--- config.mk ---
export PLATFORM = sky130hd
export DESIGN_NAME = rot16_arbiter_flat
export DESIGN_NICKNAME = d
export VERILOG_FILES = /design/src/rtl/rot16_arbiter_pkg.sv /design/src/rtl/rot16_arbiter_if.sv /design/src/rtl/rot16_core.sv /design/src/rtl/rot16_arbiter.sv /design/src/flat_wrapper.sv
export SDC_FILE = /design/constraint.sdc
export NUM_CORES = 1
export LEC_CHECK = 0
export ABC_AREA = 1
export ABC_CLOCK_PERIOD_IN_PS = 1930
export CAP_MARGIN = 40
export CORE_MARGIN = 2
export CORE_UTILIZATION = 50
export CTS_BUF_LIST = sky130_fd_sc_hd__clkbuf_4 sky130_fd_sc_hd__clkbuf_8 sky130_fd_sc_hd__clkbuf_16
export CTS_CLUSTER_DIAMETER = 100
export DETAILED_ROUTE_END_ITERATION = 7
export PLACE_DENSITY = 0.81
export SLEW_MARGIN = 20
export SYNTH_ARGS = -nofsm -noshare
export SYNTH_HDL_FRONTEND = slang
export SYNTH_SLANG_ARGS = --single-unit
--- constraint.sdc ---
create_clock -name clk -period 1.93 [get_ports clk]
set_clock_uncertainty 0.05 [all_clocks]
set_input_delay 0.2895 -clock clk [delete_from_list [all_inputs] [get_ports clk]]
set_output_delay 0.2895 -clock clk [all_outputs]
set_load 0.03 [all_outputs]
--- src/rtl/rot16_arbiter_pkg.sv ---
// Shared ALU definitions for the 16-bit rotate datapath.
// Holds widths, direction encoding, output-stage states and the request record.
package rot16_arbiter_pkg;

  localparam int ROT_W    = 16;
  localparam int ROT_SH_W = 4;

  localparam logic ROT_LEFT  = 1'b1;
  localparam logic ROT_RIGHT = 1'b0;

  typedef enum logic {
    ROT_EMPTY = 1'b0,
    ROT_FULL  = 1'b1
  } rot_state_e;

  typedef struct packed {
    logic [ROT_W-1:0]    data;
    logic [ROT_SH_W-1:0] shift;
    logic                lr;
  } rot_req_t;

endpackage

--- src/rtl/rot16_arbiter_if.sv ---
// Request/result bundle between two requesters, the arbiter and the writeback consumer.
// The master side (requesters and consumer) drives requests and out_ready.
interface rot16_arbiter_if;
  import rot16_arbiter_pkg::*;

  logic                req0_valid;
  logic                req0_ready;
  logic [ROT_W-1:0]    req0_data;
  logic [ROT_SH_W-1:0] req0_shift;
  logic                req0_lr;

  logic                req1_valid;
  logic                req1_ready;
  logic [ROT_W-1:0]    req1_data;
  logic [ROT_SH_W-1:0] req1_shift;
  logic                req1_lr;

  logic                out_valid;
  logic                out_ready;
  logic [ROT_W-1:0]    out_data;
  logic                out_id;

  modport master (
    output req0_valid, req0_data, req0_shift, req0_lr,
    output req1_valid, req1_data, req1_shift, req1_lr,
    output out_ready,
    input  req0_ready, req1_ready,
    input  out_valid, out_data, out_id
  );

  modport slave (
    input  req0_valid, req0_data, req0_shift, req0_lr,
    input  req1_valid, req1_data, req1_shift, req1_lr,
    input  out_ready,
    output req0_ready, req1_ready,
    output out_valid, out_data, out_id
  );

endinterface

--- src/rtl/rot16_core.sv ---
// Purely combinational 16-bit rotator built from four log stages (1, 2, 4, 8).
// Every stage feeds the next regardless of direction, so left and right share the chain.
module rot16_core
  import rot16_arbiter_pkg::*;
(
  input  logic [ROT_W-1:0]    data_i,
  input  logic [ROT_SH_W-1:0] shift_i,
  input  logic                lr_i,
  output logic [ROT_W-1:0]    data_o
);

  logic [ROT_W-1:0] stage;

  // NOTE: blocking assignments inside always_comb model a chain of wires; each
  // loop pass reads the previous stage's value and produces the next one.
  always_comb begin
    stage = data_i;
    for (int k = 0; k < ROT_SH_W; k++) begin
      if (shift_i[k]) begin
        if (lr_i == ROT_LEFT) begin
          stage = (stage << (1 << k)) | (stage >> (ROT_W - (1 << k)));
        end else begin
          stage = (stage >> (1 << k)) | (stage << (ROT_W - (1 << k)));
        end
      end
    end
  end

  assign data_o = stage;

endmodule

--- src/rtl/rot16_arbiter.sv ---
// Two-requester round-robin front end for the shared rotate datapath, with a
// single registered result stage under valid/ready backpressure.
module rot16_arbiter
  import rot16_arbiter_pkg::*;
#(
  parameter bit PRIO_RESET = 1'b0
) (
  input  logic             clk,
  input  logic             rst_n,
  rot16_arbiter_if.slave   bus
);

  rot_state_e       state_q, state_d;
  logic             prio_q, prio_d;
  logic [ROT_W-1:0] out_data_q, out_data_d;
  logic             out_id_q, out_id_d;

  logic             grant_vld;
  logic             grant_id;
  logic             load_en;
  logic             accept;
  rot_req_t         req0, req1, sel_req;
  logic [ROT_W-1:0] rot_res;

  assign req0 = '{data: bus.req0_data, shift: bus.req0_shift, lr: bus.req0_lr};
  assign req1 = '{data: bus.req1_data, shift: bus.req1_shift, lr: bus.req1_lr};

  // Grant depends only on valids and the pointer, keeping data off the ready path.
  always_comb begin
    grant_vld = bus.req0_valid || bus.req1_valid;
    grant_id  = 1'b0;
    if (bus.req0_valid && bus.req1_valid) begin
      grant_id = prio_q;
    end else if (bus.req1_valid) begin
      grant_id = 1'b1;
    end
  end

  assign load_en = (state_q == ROT_EMPTY) || bus.out_ready;
  assign accept  = grant_vld && load_en;

  assign bus.req0_ready = rst_n && accept && !grant_id;
  assign bus.req1_ready = rst_n && accept &&  grant_id;

  assign sel_req = grant_id ? req1 : req0;

  rot16_core u_core (
    .data_i  (sel_req.data),
    .shift_i (sel_req.shift),
    .lr_i    (sel_req.lr),
    .data_o  (rot_res)
  );

  // NOTE: every signal gets its hold value before the case statement, so no
  // path through this block leaves a variable unassigned and no latch is inferred.
  always_comb begin
    state_d    = state_q;
    prio_d     = prio_q;
    out_data_d = out_data_q;
    out_id_d   = out_id_q;

    unique case (state_q)
      ROT_EMPTY: begin
        if (accept) state_d = ROT_FULL;
      end
      ROT_FULL: begin
        if (accept) begin
          state_d = ROT_FULL;
        end else if (bus.out_ready) begin
          state_d = ROT_EMPTY;
        end
      end
      default: state_d = ROT_EMPTY;
    endcase

    if (accept) begin
      out_data_d = rot_res;
      out_id_d   = grant_id;
      prio_d     = !grant_id;
    end
  end

  // NOTE: the result register is reset as well as the state, because out_data
  // is visible to the consumer and must read zero after reset.
  always_ff @(posedge clk or negedge rst_n) begin
    if (!rst_n) begin
      state_q    <= ROT_EMPTY;
      prio_q     <= PRIO_RESET;
      out_data_q <= '0;
      out_id_q   <= 1'b0;
    end else begin
      state_q    <= state_d;
      prio_q     <= prio_d;
      out_data_q <= out_data_d;
      out_id_q   <= out_id_d;
    end
  end

  assign bus.out_valid = (state_q == ROT_FULL);
  assign bus.out_data  = out_data_q;
  assign bus.out_id    = out_id_q;

endmodule

--- src/flat_wrapper.sv ---
// flat-port wrapper written by rule: the top's interface ports become plain ports
module rot16_arbiter_flat import rot16_arbiter_pkg::*;
#(
  parameter bit PRIO_RESET = 1'b0
)
  (clk, rst_n, bus_req0_valid, bus_req0_data, bus_req0_shift, bus_req0_lr, bus_req1_valid, bus_req1_data, bus_req1_shift, bus_req1_lr, bus_out_ready, bus_req0_ready, bus_req1_ready, bus_out_valid, bus_out_data, bus_out_id);
  rot16_arbiter_if bus_i ();
  input  logic clk;
  input  logic rst_n;
  input wire logic [$bits(bus_i.req0_valid)-1:0] bus_req0_valid;
  input wire logic [$bits(bus_i.req0_data)-1:0] bus_req0_data;
  input wire logic [$bits(bus_i.req0_shift)-1:0] bus_req0_shift;
  input wire logic [$bits(bus_i.req0_lr)-1:0] bus_req0_lr;
  input wire logic [$bits(bus_i.req1_valid)-1:0] bus_req1_valid;
  input wire logic [$bits(bus_i.req1_data)-1:0] bus_req1_data;
  input wire logic [$bits(bus_i.req1_shift)-1:0] bus_req1_shift;
  input wire logic [$bits(bus_i.req1_lr)-1:0] bus_req1_lr;
  input wire logic [$bits(bus_i.out_ready)-1:0] bus_out_ready;
  output wire logic [$bits(bus_i.req0_ready)-1:0] bus_req0_ready;
  output wire logic [$bits(bus_i.req1_ready)-1:0] bus_req1_ready;
  output wire logic [$bits(bus_i.out_valid)-1:0] bus_out_valid;
  output wire logic [$bits(bus_i.out_data)-1:0] bus_out_data;
  output wire logic [$bits(bus_i.out_id)-1:0] bus_out_id;
  assign bus_i.req0_valid = bus_req0_valid;
  assign bus_i.req0_data = bus_req0_data;
  assign bus_i.req0_shift = bus_req0_shift;
  assign bus_i.req0_lr = bus_req0_lr;
  assign bus_i.req1_valid = bus_req1_valid;
  assign bus_i.req1_data = bus_req1_data;
  assign bus_i.req1_shift = bus_req1_shift;
  assign bus_i.req1_lr = bus_req1_lr;
  assign bus_i.out_ready = bus_out_ready;
  assign bus_req0_ready = bus_i.req0_ready;
  assign bus_req1_ready = bus_i.req1_ready;
  assign bus_out_valid = bus_i.out_valid;
  assign bus_out_data = bus_i.out_data;
  assign bus_out_id = bus_i.out_id;
  rot16_arbiter #(.PRIO_RESET(PRIO_RESET)) u_core (.clk(clk), .rst_n(rst_n), .bus(bus_i));
endmodule
Word level (Yosys, flattened, before mapping)
Index checks and enable logic that the tools add are counted.

Bits of input ports: 47. Output and inout port bits: 20. Word-level logic and storage cells: 34. Register bits: 19.

Muxes and demuxes: 14. Reduce and logical (&&, ||, !) cells: 8. Bitwise logic cells: 8.

Operators by type and width (count): $mux 16 (7); $mux 21 (1); $or 12x16->16 (1); $or 14x16->16 (1); $or 15x16->16 (1); $or 16x1->16 (1); $or 16x2->16 (1); $or 16x4->16 (1); $or 8x16->16 (1); $logic_and 1x1->1 (5); $mux 1 (5); $logic_or 1x1->1 (2); $pmux 1 s2 (1); $logic_not 1->1 (1); $not 1->1 (1).

Logic depth before layout (Yosys ltp)
Depth after elaboration: 14. Mapped depth: 17. Depth with buffers taken out: 15.

Hierarchy
A second synthesis with hierarchy kept.

Cell total of the unflattened synthesis: 473. Area, all modules: 2534.9 um^2.

By module, submodules not included: rot16_core (sequential area each 0.0 um^2, cells each 311, times used 1, area an instance 1426.4 um^2); rot16_arbiter (sequential area each 475.5 um^2, cells each 162, times used 1, area an instance 1108.6 um^2).

Worst setup path before layout
No wires, ideal clock.

Path kind: input -> output. Start: in bus_req1_valid. End: out bus_req1_ready. Path buffers: 4. Arrival: 1747 ps. Path slack: -156 ps. Cell stages on the path: 6. Data required time: 1590 ps. Cells stage by stage: buf_4 buf_2 o22ai_1 clkbuf_1 buf_2 nor3_1.

Cells in the longest elaborated chain, start to end: 4. Elaborated cells on any way between the ends: 7. Classes of those cells: mux (2); reduce/logical (5).

Ends and longest elaborated chain: start: declaration (line flat_wrapper.sv:14) `input wire logic [$bits(bus_i.req1_valid)-1:0] bus_req1_valid;`; $logic_or 1x1->1 (line rot16_arbiter.sv:30) `grant_vld = bus.req0_valid || bus.req1_valid;`; $logic_and 1x1->1 (line rot16_arbiter.sv:40) `assign accept = grant_vld && load_en;`; $logic_and 1x1->1 (line rot16_arbiter.sv:43) `assign bus.req1_ready = rst_n && accept && grant_id;`; $logic_and 1x1->1 (*) (line rot16_arbiter.sv:43); end: declaration (line flat_wrapper.sv:20) `output wire logic [$bits(bus_i.req1_ready)-1:0] bus_req1_ready;`.

Mark *: on every way between the ends. The rest lies on a longest branch, timed or not.

Final worst setup path
Start: reg u_core.prio_q. End: reg u_core.out_data_q[5] (netlist: u_core.bus.out_data[5]).

Cells in the longest elaborated chain, start to end: 13. Elaborated cells on any way between the ends: 16. Classes of those cells: mux (9); bitwise (7).

Ends and longest elaborated chain: start: declaration (line rot16_arbiter.sv:14) `logic prio_q, prio_d;`; start signal: assignment (line rot16_arbiter.sv:93) `prio_q <= prio_d;`; $mux 1 (*) (line rot16_arbiter.sv:32) `if (bus.req0_valid && bus.req1_valid) begin`; $mux 21 (*) (line rot16_arbiter.sv:45) `assign sel_req = grant_id ? req1 : req0;`; $or 15x16->16 / $or 16x1->16 (equally long branches) (line rot16_core.sv:23, rot16_core.sv:21); $mux 16 (line rot16_core.sv:20) `if (lr_i == ROT_LEFT) begin`; $mux 16 (line rot16_core.sv:19) `if (shift_i[k]) begin`; $or 14x16->16 / $or 16x2->16 (equally long branches) (line rot16_core.sv:23, rot16_core.sv:21); $mux 16 (line rot16_core.sv:20); $mux 16 (line rot16_core.sv:19); $or 12x16->16 / $or 16x4->16 (equally long branches) (line rot16_core.sv:23, rot16_core.sv:21); $mux 16 (line rot16_core.sv:20); $mux 16 (line rot16_core.sv:19); $or 8x16->16 (line rot16_core.sv:21, rot16_core.sv:23); $mux 16 (*) (line rot16_core.sv:19); end signal: assignment (line rot16_arbiter.sv:94) `out_data_q <= out_data_d;`; end: declaration (line rot16_arbiter.sv:15) `logic [ROT_W-1:0] out_data_q, out_data_d;`.

Marks and branches as above. A chain may end at the register's enable or synchronous reset.

==> results.txt <==
The flow ran to the end, but the final reports show violations. The checks that failed: design-rule violations, negative setup slack. The CTS buffer count came out at 3. The combined buffer and inverter count along the critical path is 2. The area of all sequential standard cells is 475 µm². After Yosys synthesis, full adders, half adders and majority gates account for 0% of the synthesized area. At the later pin of the worst-skew pair, clock insertion delay measures 260 ps. The iteration-0 DRC count of the detailed router came out at 979. The total overflow left after global routing is 0. The cell family contributing the most delay on the critical path is simple AND/OR/NAND/NOR gates.

The worst hold slack after final layout is 418 ps. The number of distinct library cells after synthesis came out at 22. The upper clock frequency limit came out at 430 MHz. Dividing the detail-routed wire length by the instance count gives 23.4 µm. CTS built an H-tree with a depth of 1. The peak ir drop on the vdd network is 0.725 mV.

The number of fill cells is 196. From bottom edge to top edge, the die measures 76.3 µm. The post-DP HPWL came out at 6.27 mm. The Yosys step of the flow raised 0 warnings. For this configuration, the core starts out at a cell density of 51.5%.

Along the worst path, the maximum fanout reaches 10. The total of flip-flops plus latches after synthesis is 19. The mean number of vias per cell came out at 7.07.

In this run, synthesis inferred 0 flip-flops with an integrated enable. The hold buffer count at cts came out at 0. The post-route antenna net violation count is 0.

In this run the power spent charging and discharging nets is 0.00187 W. The worst setup path is of the register to register kind. By area, the combinational part of the netlist is dominated by simple AND/OR/NAND/NOR gates. The worst setup path is captured at a register. The data arrival time at the worst-slack endpoint is 2470 ps. The actual transition at the worst max-transition pin came out at 389 ps. The footprint of the multi-input gates came out at 2690 µm².

In this run the static leakage power is 2.28 nW. The placed cell count is 610. The post-synthesis xor/xnor area fraction came out at 0%. In the routed design, unresolved DRC markers number 22. In the global route stage, met2 resource usage came out at 49.8%. After clock tree synthesis, the clock-pin slew on the worst setup and hold paths is 80 ps.

The routability congestion estimate from global placement is 0.951. The async set-or-reset flop fraction in the synthesized netlist came out at 100%. For this design, the slowest cell found on the critical path is dfrtp_1.

The root buffer cell chosen for the clock tree is clkbuf_8. The mean instance size in the synthesized netlist came out at 5.52 µm². The compound-cell area share of the yosys netlist came out at 2.78%. Setup repair after global routing could not meet its margin everywhere. The power share of the combinational group is 74.6%. The library cell used most frequently in the layout, excluding fill and tap cells, is nand2_1.

The area enclosed by the die boundary is 5820 µm². The final critical-path required period came out at 2320 ps. The total number of clock tree sinks came out at 19. The post-route standard cell area excluding fillers is 4670 µm². The number of antenna violations at the first check in global routing came out at 0. The post-route fraction of the period consumed by the critical path is 120%. The number of pins with negative max-slew slack in the final report is 0. The highest-utilization routing layer at the global route stage is met2.

The placed standard-cell area is 3470 µm². The number of hold violations in the final report was 0. The areal power density over the cells is 749 nW/µm². Net switching is 53.3% of the power. In this run the deepest clock path goes through 2 buffers. Data on the critical path is required at its endpoint by 2080 ps.

The pin count of the biggest net entering global routing came out at 21. The post-synthesis share of cell area spent on and, or, nand and nor gates came out at 65.7%. The global-route met3 utilization came out at 3.79%. The count of mapped cells out of synthesis is 473. The count of buffers added on input and output ports is 66. Summing every instance area after synthesis gives 2610 µm². In the final design database the tool counted 607 nets.

The signal on the critical path passes through inv_2 -> nand2_4 -> nand2_4 -> buf_6 -> nand2_1 -> nand2_1 -> nand2_1 -> nand2_1 -> nand2_4 -> nand3_1 -> nand3_4 -> nand3_2 -> nand3_2 -> nand3_1 -> nand3_1 -> nand2_1. The final antenna diode count came out at 0. The number of nets in the synthesized netlist is 520. The final sum of negative setup slack is -4480 ps. The total number of placement rows is 26. The tightest slew margin relative to the limit is 74.0%. The routed layout has 4448 vias. The total track usage is 28.1%. The total I/O pin count is 67. In the layout the commonest cells are nand2_1 (137), nand3_2 (102), clkdlybuf4s50_1 (62), nand3_1 (60), nand2_2 (34). In the global route stage, met1 resource usage came out at 36.1%. The count of TritonRoute iterations in the first routing pass came out at 8.

The tool flagged a number of max-cap violations equal to 0. The final worst setup slack came out at -394 ps. STA classifies the critical path startpoint as a register. On the worst path, the slowest cell contributes a delay of 370 ps.

The total power of the final layout is 0.00350 W. Sequential cells account for 16.6% of the total power. After synthesis, flip-flops and latches occupy 18.2% of the total area. The finished layout holds 629 standard cells, fillers aside. For this run, the leading register cell type out of synthesis is dfrtp_1. From left edge to right edge, the die measures 76.3 µm. The core footprint came out at 5070 µm². The internal cell power came out at 0.00163 W.

Of the cells placed in the final design, the portion with a size suffix greater than 1 is 41.7%. The mux cell area share after synthesis came out at 0%. The clock network accounts for 8.8% of the total power.

TritonCTS built the clock tree. Among the stages of the critical path, the cell type that occurs most often is nand2_1. The global-route wire length before repair is 13.8 mm. Summed over all layers, the routed wires come to 14.7 mm. The type of the most critical hold path is input pin to async pin. The area growth from synthesis to layout is 79.0%. The via count of the first global-routing pass is 3214. The total of endpoints with negative setup slack in the final report came out at 17.
==> worst register-to-register path, delay by kind of cell, from the launching register on <==
kind	cells	cell delay, ps
and+or+nand+nor	14	1600
DFF	1	370
buffers and inverters	2	240
==> metrics by stage <==
step	setup slack, ps	utilization, %
after floorplan	101	-
after global routing	-450	92.1
after CTS	-33.2	70.3
after detailed placement	-518	68.3
after global placement	-413	68.3
final	-394	92.1
==> layer usage <==
layer  vias up  share of wire, %
li1       1743                 -
met1      1960                33
met2       532                44
met3       213                12
met4         0                11
met5         -                 0
==> synth_stat cells, types with 2 or more instances <==
| master | count | share of area, % |
|---|---|---|
| o21ai_2 | 2 | 0.67 |
| o211ai_1 | 3 | 0.86 |
| nand3_1 | 174 | 33 |
| nand3_2 | 7 | 2.7 |
| dfrtp_1 | 19 | 18 |
| inv_1 | 34 | 4.9 |
| nor2_1 | 4 | 0.57 |
| buf_6 | 5 | 2.2 |
| nand3b_1 | 4 | 1.2 |
| o21ai_0 | 2 | 0.38 |
| buf_2 | 16 | 3.1 |
| buf_4 | 8 | 2.3 |
| nand2_1 | 179 | 26 |
| nand2_2 | 4 | 0.96 |
| inv_2 | 4 | 0.57 |
| nand2_4 | 2 | 0.86 |
==> cell type report <==
cell class                 instances  share of cell area [%]
multi-input combinational        385                    57.5
timing repair buffer             112                    26.0
clock buffer                       4                    1.04
tap                               70                    1.87
inverter                          39                    3.35
sequential                        19                    10.2
==> timing repair <==
item	in CTS	in global routing
pin swaps	1	60
gates cloned	0	2
resized for setup	13	216
setup buffers	2	11
endpoints found under the setup margin	18	17
==> registers in the layout, indices dropped and copies added, names as in the netlist <==
| register | count |
|---|---|
| u_core.bus.out_valid | 1 |
| u_core.bus.out_data | 16 |
| u_core.prio_q | 1 |
| u_core.bus.out_id | 1 |
==> power groups by stage <==
stage | combinational (W) | sequential (W) | clock [W]
finish | 0.00261 | 0.000580 | 0.000307
detailed placement | 0.00172 | 0.000568 | 0
CTS | 0.00174 | 0.000565 | 0.000297
global placement | 0.00167 | 0.000566 | 0
floorplan | 0.000916 | 0.000772 | 0
global route | 0.00271 | 0.000587 | 0.000315
==> worst paths after layout <==
path	from	to	slack, ps	cells past startpoint
setup / recovery	u_core.prio_q	u_core.bus.out_data[5]	-390	16
setup reg to reg	u_core.prio_q	u_core.bus.out_data[5]	-390	16
hold / removal	rst_n	u_core.bus.out_data[1]	420	2
hold reg to reg	u_core.bus.out_data[3]	u_core.bus.out_data[3]	440	2
min in group clk	u_core.bus.out_data[3]	u_core.bus.out_data[3]	440	2
max in group asynchronous	rst_n	u_core.bus.out_data[4]	1210	2
==> cells by family (layout without fill, tap and decap cells) <==
kind of cell | count (synthesis) | after routing
DFF | 19 | 19
and+or+nand+nor | 376 | 376
buffers and inverters | 69 | 155
AOI/OAI and AO/OA | 9 | 9
No activity file was read; power rests on OpenSTA's default activity.
